**config.mk**
```make
export PLATFORM = sky130hd
export DESIGN_NAME = uart_frame_rx
export DESIGN_NICKNAME = d
export VERILOG_FILES = /design/src/rtl/uart_frame_pkg.sv /design/src/rtl/uart_gap_timer.sv /design/src/rtl/uart_frame_rx.sv
export SDC_FILE = /design/constraint.sdc
export NUM_CORES = 1
export LEC_CHECK = 0
export ABC_AREA = 1
export CORE_ASPECT_RATIO = 1.1
export CORE_MARGIN = 2
export CORE_UTILIZATION = 61
export DETAILED_ROUTE_END_ITERATION = 8
export PLACE_DENSITY = 0.95
export SYNTH_ARGS = -nofsm -noshare
export SYNTH_HDL_FRONTEND = slang
export SYNTH_HIERARCHICAL = 1
export SYNTH_SLANG_ARGS = --single-unit
export TNS_END_PERCENT = 30
```
**constraint.sdc**
```tcl
create_clock -name Clk -period 6.6 [get_ports Clk]
set_clock_uncertainty 0.1 [all_clocks]
set_input_delay 0.99 -clock Clk [delete_from_list [all_inputs] [get_ports Clk]]
set_output_delay 0.99 -clock Clk [all_outputs]
set_load 0.01 [all_outputs]
```
**src/rtl/uart_frame_pkg.sv**
```systemverilog
// Shared constants for the UART command-frame decoder: FSM state encodings,
// error cause codes, the default frame header and the checksum rule.
package uart_frame_pkg;

  localparam logic [2:0] IDLE = 3'd0;
  localparam logic [2:0] ADDR = 3'd1;
  localparam logic [2:0] DATH = 3'd2;
  localparam logic [2:0] DATL = 3'd3;
  localparam logic [2:0] SUM  = 3'd4;

  localparam logic [1:0] ERR_NONE = 2'b00;
  localparam logic [1:0] ERR_SUM  = 2'b01;
  localparam logic [1:0] ERR_TMO  = 2'b10;

  localparam logic [7:0] DEFAULT_HEADER = 8'hAA;

  // Frame checksum: modulo-256 sum of the three payload bytes.
  function automatic logic [7:0] frame_sum(input logic [7:0] a,
                                           input logic [7:0] b,
                                           input logic [7:0] c);
    return a + b + c;
  endfunction

endpackage

```
**src/rtl/uart_gap_timer.sv**
```systemverilog
// Inter-byte gap timer: counts enabled cycles since the last clear and flags
// when TIMEOUT_CYCLES-1 is reached. The count saturates instead of wrapping.
module uart_gap_timer #(
  parameter int TIMEOUT_CYCLES = 20000
) (
  input  logic Clk,
  input  logic Rst_n,
  input  logic clr,
  input  logic en,
  output logic expired
);

  localparam int W = (TIMEOUT_CYCLES > 1) ? $clog2(TIMEOUT_CYCLES) : 1;
  localparam logic [W-1:0] LAST = W'(TIMEOUT_CYCLES - 1);

  logic [W-1:0] count;

  // NOTE: sequential state is updated with non-blocking assignments so every
  // flop samples the pre-edge values, independent of block ordering.
  always_ff @(posedge Clk or negedge Rst_n) begin
    if (!Rst_n) begin
      count <= '0;
    end else if (clr) begin
      count <= '0;
    end else if (en && (count != LAST)) begin
      count <= count + W'(1);
    end
  end

  assign expired = (count == LAST);

endmodule

```
**src/rtl/uart_frame_rx.sv**
```systemverilog
// Command-frame decoder behind uart_byte_rx: assembles HEADER/ADDR/DATA_H/
// DATA_L/SUM frames and issues one register write per frame with a good checksum.
module uart_frame_rx
  import uart_frame_pkg::*;
#(
  parameter logic [7:0] HEADER         = DEFAULT_HEADER,
  parameter int         TIMEOUT_CYCLES = 20000
) (
  input  logic        Clk,
  input  logic        Rst_n,
  input  logic [7:0]  data_byte,
  input  logic        Rx_Done,
  output logic [7:0]  reg_addr,
  output logic [15:0] reg_data,
  output logic        frame_valid,
  output logic        frame_err,
  output logic [1:0]  err_code,
  output logic        busy
);

  logic [2:0] state;
  logic [2:0] state_nxt;
  logic [7:0] addr_r;
  logic [7:0] dh_r;
  logic [7:0] dl_r;
  logic       expired;
  logic       timeout;
  logic       sum_byte;
  logic       sum_ok;

  // A byte arriving on the expiry cycle keeps the frame alive.
  assign timeout  = (state != IDLE) && expired && !Rx_Done;
  assign sum_byte = Rx_Done && (state == SUM);
  assign sum_ok   = (data_byte == frame_sum(addr_r, dh_r, dl_r));

  // NOTE: state_nxt gets a default before any branch so no path leaves it
  // unassigned, which would otherwise infer a latch.
  always_comb begin
    state_nxt = state;
    if (timeout) begin
      state_nxt = IDLE;
    end else if (Rx_Done) begin
      case (state)
        IDLE:    if (data_byte == HEADER) state_nxt = ADDR;
        ADDR:    state_nxt = DATH;
        DATH:    state_nxt = DATL;
        DATL:    state_nxt = SUM;
        SUM:     state_nxt = IDLE;
        default: state_nxt = IDLE;
      endcase
    end
  end

  uart_gap_timer #(
    .TIMEOUT_CYCLES(TIMEOUT_CYCLES)
  ) u_gap_timer (
    .Clk     (Clk),
    .Rst_n   (Rst_n),
    .clr     (Rx_Done || (state_nxt == IDLE)),
    .en      (state != IDLE),
    .expired (expired)
  );

  always_ff @(posedge Clk or negedge Rst_n) begin
    if (!Rst_n) state <= IDLE;
    else        state <= state_nxt;
  end

  // NOTE: the payload latches are reset too, so a frame cut short by reset
  // can never leak stale bytes into the next checksum.
  always_ff @(posedge Clk or negedge Rst_n) begin
    if (!Rst_n) begin
      addr_r <= '0;
      dh_r   <= '0;
      dl_r   <= '0;
    end else if (Rx_Done) begin
      case (state)
        ADDR:    addr_r <= data_byte;
        DATH:    dh_r   <= data_byte;
        DATL:    dl_r   <= data_byte;
        default: ;
      endcase
    end
  end

  // Pulses default low; a checksum result and a timeout are mutually exclusive.
  always_ff @(posedge Clk or negedge Rst_n) begin
    if (!Rst_n) begin
      reg_addr    <= '0;
      reg_data    <= '0;
      frame_valid <= 1'b0;
      frame_err   <= 1'b0;
      err_code    <= ERR_NONE;
    end else begin
      frame_valid <= 1'b0;
      frame_err   <= 1'b0;
      if (sum_byte) begin
        if (sum_ok) begin
          reg_addr    <= addr_r;
          reg_data    <= {dh_r, dl_r};
          frame_valid <= 1'b1;
        end else begin
          frame_err <= 1'b1;
          err_code  <= ERR_SUM;
        end
      end else if (timeout) begin
        frame_err <= 1'b1;
        err_code  <= ERR_TMO;
      end
    end
  end

  assign busy = (state != IDLE);

endmodule

```
## Word-level counts from Yosys, hierarchy flattened

Index checks and enable logic that the tools add are counted.

| storage, ports and cells | value |
|---|---|
| register bits after elaboration | 70 |
| bits in latches | 0 |
| bits in writable memories | 0 |
| memory bits (read-only) | 0 |
| memories | 0 |
| output and inout bits | 29 |
| input port bits | 11 |
| logic and storage cells | 52 |

| operators by class | value |
|---|---|
| shifts and indexed selects | 0 |
| multiplexer cells | 14 |
| $add $sub $neg | 3 |
| $mul | 0 |
| divide/modulo/power cells | 0 |
| bitwise operators | 0 |
| equality and inequality tests | 9 |
| $lt $le $gt $ge | 0 |
| reduce and logical (&&, ||, !) cells | 16 |

Operator list:

| kind | number |
|---|---|
| 15-bit 2-to-1 mux | 2 |
| 8-bit adder | 2 |
| 15-bit by 1-bit adder with 15-bit output (second input constant) | 1 |
| 15-bit == test (second input constant) | 1 |
| 15-bit != test (second input constant) | 1 |
| 3-bit case mux with 4 select lines | 1 |
| 2-bit AND reduction | 5 |
| 3-bit 2-to-1 mux | 3 |
| 8-bit == test | 1 |
| 8-bit == test (second input constant) | 1 |
| 3-bit by 2-bit == test with 1-bit output (second input constant) | 2 |
| 3-bit logical NOT | 2 |
| 2-bit 2-to-1 mux | 3 |
| 1-bit 2-to-1 mux | 5 |
| 1-bit logical AND | 4 |
| 2-bit nonzero test | 2 |
| 3-bit by 1-bit == test with 1-bit output (second input constant) | 1 |
| 3-bit == test (second input constant) | 1 |
| 3-bit nonzero test | 1 |
| 2-bit != test (second input constant) | 1 |
| 1-bit logical NOT | 1 |
| 1-bit logical OR | 1 |

## Longest topological paths before layout

| logic depth | value |
|---|---|
| depth in word-level cells | 8 |
| depth in mapped cells | 17 |
| depth with buffers taken out | 17 |

## Modules after synthesis

The synthesis kept the hierarchy.

Modules (own cells, without submodules):

| module | cells an instance | instances | area each (sq um) | seq. area each (sq um) |
|---|---|---|---|---|
| uart_frame_rx | 340 | 1 | 2837.7 | 1376.3 |
| uart_gap_timer | 148 | 1 | 1001.0 | 375.4 |

## Worst setup path after synthesis

No wires, ideal clock.

| path | value |
|---|---|
| path kind | reg-to-reg |
| start point | register addr_r[1] |
| end point | register reg_addr[2] |
| clock period less this slack | 2.695 ns |
| required time | 6.383 ns |
| setup time | 0.117 ns |
| arrival | 2.478 ns |
| slack | 3.905 ns |
| path buffers | 1 |
| stages on the path, launching flop included | 14 |
| cells stage by stage | dfrtp_1 -> fa_1 -> ha_1 -> fa_1 -> nand2_1 -> nand2_1 -> nand3_1 -> nor2_1 -> nand3_2 -> nor2_8 -> nand3_4 -> buf_6 -> nand2_1 -> nand2_1 |

| on the way | value |
|---|---|
| cells in the longest elaborated chain, start to end | 4 |

RTL lines:

| item | line | text |
|---|---|---|
| start, declared | uart_frame_rx.sv:23 | `logic [7:0] addr_r;` |
| start signal, assigned | uart_frame_rx.sv:78 | `ADDR: addr_r <= data_byte;` |
| 8-bit adder (2 in a row) | uart_frame_pkg.sv:21 | `return a + b + c;` |
| 8-bit == test | uart_frame_rx.sv:34 | `assign sum_ok = (data_byte == frame_sum(addr_r, dh_r, dl_r));` |
| 2-bit AND reduction (no line) | n/a |  |
| end signal, assigned | uart_frame_rx.sv:99 | `reg_addr <= addr_r;` |
| end, declared | uart_frame_rx.sv:13 | `output logic [7:0] reg_addr,` |

Every way passes these cells.
A chain may end at the register's enable or synchronous reset.

## Worst setup path after layout

| path | value |
|---|---|
| start point | input port Rx_Done |
| end point | register u_gap_timer.count[5] |

| on the way | value |
|---|---|
| cells in the longest elaborated chain, start to end | 6 |
| elaborated cells between the ends (all ways) | 8 |
| those cells by class | 3 x mux; 5 x reduce/logical |

RTL lines:

| item | line | text |
|---|---|---|
| start, declared | uart_frame_rx.sv:12 | `input logic Rx_Done,` |
| 1-bit logical NOT | uart_frame_rx.sv:32 | `assign timeout = (state != IDLE) && expired && !Rx_Done;` |
| 1-bit logical AND | uart_frame_rx.sv:32 |  |
| 3-bit 2-to-1 mux | uart_frame_rx.sv:40 | `if (timeout) begin` |
| 3-bit logical NOT | uart_frame_rx.sv:59 | `.clr (Rx_Done \|\| (state_nxt == IDLE)),` |
| 1-bit logical OR (*) | uart_frame_rx.sv:59 |  |
| 15-bit 2-to-1 mux or 2-bit nonzero test (tied branches) | n/a |  |
| end signal, assigned | uart_gap_timer.sv:26 | `count <= count + W'(1);` |
| end, declared | uart_gap_timer.sv:16 | `logic [W-1:0] count;` |

Mark *: on every way between the ends. The rest lies on a longest branch, timed or not.

==> impl_metrics.toml <==
[synthesis]
synth_top_area_share_pct = 45.6
synthesis.area_mm2 = 0.00384
syn-instance-count = 488
ys_seq_area_share_pct = 45.6
yosys.area.top_type = "dfrtp_1"
postSynthAreaPerCell_um2 = 7.87
synth-seq-cells = 70
yosysWarnings = 6
syn_nets = 514
yosys.cell_types.count = 30
ys_top_cells_by_area = "dfrtp_1 (46%), nand2_1 (18%), nand4_1 (5.9%)"

[run]
max-cap-violations = 0

[clock_network]
cts-resized-gates = 0
clkLatencyLatePin_ps = 350
cts.sinks = 70
cts_buffer_depth = 2
cts_buffers = 9
cts_root_buf = "clkbuf_8"
postCtsHoldBufs = 0
cts_setup_buffers = 0
cts_tree = "yes"
clk_pin_slew_ps = 70
htreeDepth = 3

[global_routing]
grt_pass1_wl_um = 15700
grt.overflow.total = 0
grt_usage_pct = 29.6
grt_pass1_vias = 3409
grt_max_degree = 71
antenna_found_initial = 0

[pwr]
powerDensity_mw_per_mm2 = 451
ir_worst_vdd_mv = 0.381
leakagePower_uw = 0.00233

[cells_and_area]
drive_above_1_share_pct = 5.86
syn_to_final_growth_pct = 15.6
nets = 550
layout_commonest_cell = "nand2_1"
final_util_pct = 72.5
final_cell_mix = "nand2_1 (182), dfrtp_1 (70), inv_1 (54), clkdlybuf4s50_1 (38), nand4_1 (36)"
antenna_cells = 0

[sta]
tns_ps = 0
period_minus_slack_ps = 3510
worstMarginPinSlew_ps = 856
finalCritPeriodShare_pct = 53.1
max_freq_ghz = 0.285
slew_viol_final = 0
rsz0062_at_grt = "false"
setup_viol = 0
slew_headroom_pct = 42.9
report.final.hold_viol_count = 0

[floorplanning]
die-area_mm2 = 0.00694
top_level_ports = 40
core_mm2 = 0.00612
die_y_um = 87.2
dieWidth_um = 79.6
row_count = 30
start_util_pct = 62.7

[worst_setup_path]
cp.required_ps = 6760
crit_fanout = 17
r2r_end = "reg_data[3]"
rrSetupSlack_ps = 3280
arrival_ps = 3670
r2r-start = "addr_r[0]"
crit_type = "input port to flop"
critPathCapture = "u_gap_timer/count[5]"
worstRegToRegCells = 15
critPathLaunch = "Rx_Done"
cp-end-kind = "flop"
cp-start-kind = "input port"

[placement]
gp_congestion = 0.906
portBuffers = 39
dp_hpwl_um = 6470

[route]
drc = 0
dr.pass1.iters = 5
vias_per_cell = 5.79
totalWireLength_um = 9270
avgRoutedWirePerCell_um = 15.2
via_count = 3529
dr.first_iter.drc_count = 347
ant_nets = 0

[status]
outcome = "finished clean"

[min_path]
hold_path.class = "flop to flop"
logic make-up after synthesis:
kind of cell | Yosys count | share of synthesized area [%]
simple gates | 285 | 33.1
xor+xnor | 7 | 1.60
buf+inv | 74 | 8.18
fa+ha+maj | 15 | 6.45
compound gates | 37 | 5.02
flops | 70 | 45.6
sequential cells by signal, summed over array words and instances (netlist names):
name	flops
reg_data	16
u_gap_timer/count	15
addr_r	8
dh_r	8
dl_r	8
reg_addr	8
state	3
err_code	2
frame_err	1
frame_valid	1
where the power goes:
| part | switching (uW) | internal [uW] |
|---|---|---|
| Combinational | 696 | 333 |
| Clock | 166 | 183 |
| Sequential | 106 | 518 |
| Total | 968 | 1030 |
how the worst min path moves through the flow:
| stage | from | end | slack (ps) | depth (start not counted) |
|---|---|---|---|---|
| after global placement | reg_addr[1] | reg_addr[1] | 350 | 2 |
| after global routing | reg_data[8] | reg_data[8] | 400 | 2 |
| final | reg_addr[3] | reg_addr[3] | 370 | 2 |
| after CTS | reg_addr[3] | reg_addr[3] | 380 | 2 |
| after detailed placement | reg_data[8] | reg_data[8] | 360 | 2 |
| after floorplan | u_gap_timer/count[1] | u_gap_timer/count[1] | 370 | 2 |
cell usage after synthesis (all sizes together):
cell	count
clkbuf	6
o21bai	2
nor2	28
ha	7
dfrtp	70
buf	9
o21ai	29
nand3	29
xnor2	3
inv	57
nand3b	2
o211ai	1
clkinv	2
nand4	36
xor2	4
fa	8
nor3	5
a21oi	5
or2	1
nand2	184
routing by layer:
layer  vias to the layer above  routed length, um  track usage (%)
met3                        38                648             4.98
met5                         -                  0                0
met2                       177               4650             51.3
li1                       1633                  -                -
met1                      1681               3630             36.1
met4                         0                337             13.8
final cells by class:
| class | instances | area [um2] |
|---|---|---|
| clock buffers | 10 | 138 |
| flip-flops and latches | 70 | 1750 |
| clock inverters | 6 | 61.3 |
| multi-input cells | 344 | 1770 |
| well taps | 80 | 100 |
| fillers | 446 | 1680 |
| inverters | 59 | 221 |
| repair buffers | 40 | 393 |
worst max-delay path, stage by stage:
cell,delay [ps]
clkdlybuf4s50_1,630
nand2_1,80
nor2_1,140
nand2_1,340
o211ai_1,230
nand2_1,110
nand3_1,90
nand2_1,140
inv_1,360
o21ai_0,290
o21ai_0,250
metrics by stage:
stage               worst slack, ps  power, uW  instance area [um2]  hold slack (ps)  std cells
floorplan                      3900       1360                 3840              367        488
global placement               3060       1520                 4240              352        593
detailed placement             2820       1600                 4240              359        593
CTS                            3190       1990                 4440              376        609
global route                   2830       2160                 4440              401        609
finish                         3090       2000                 4440              374        609
Power figures use the tool's default switching activity.
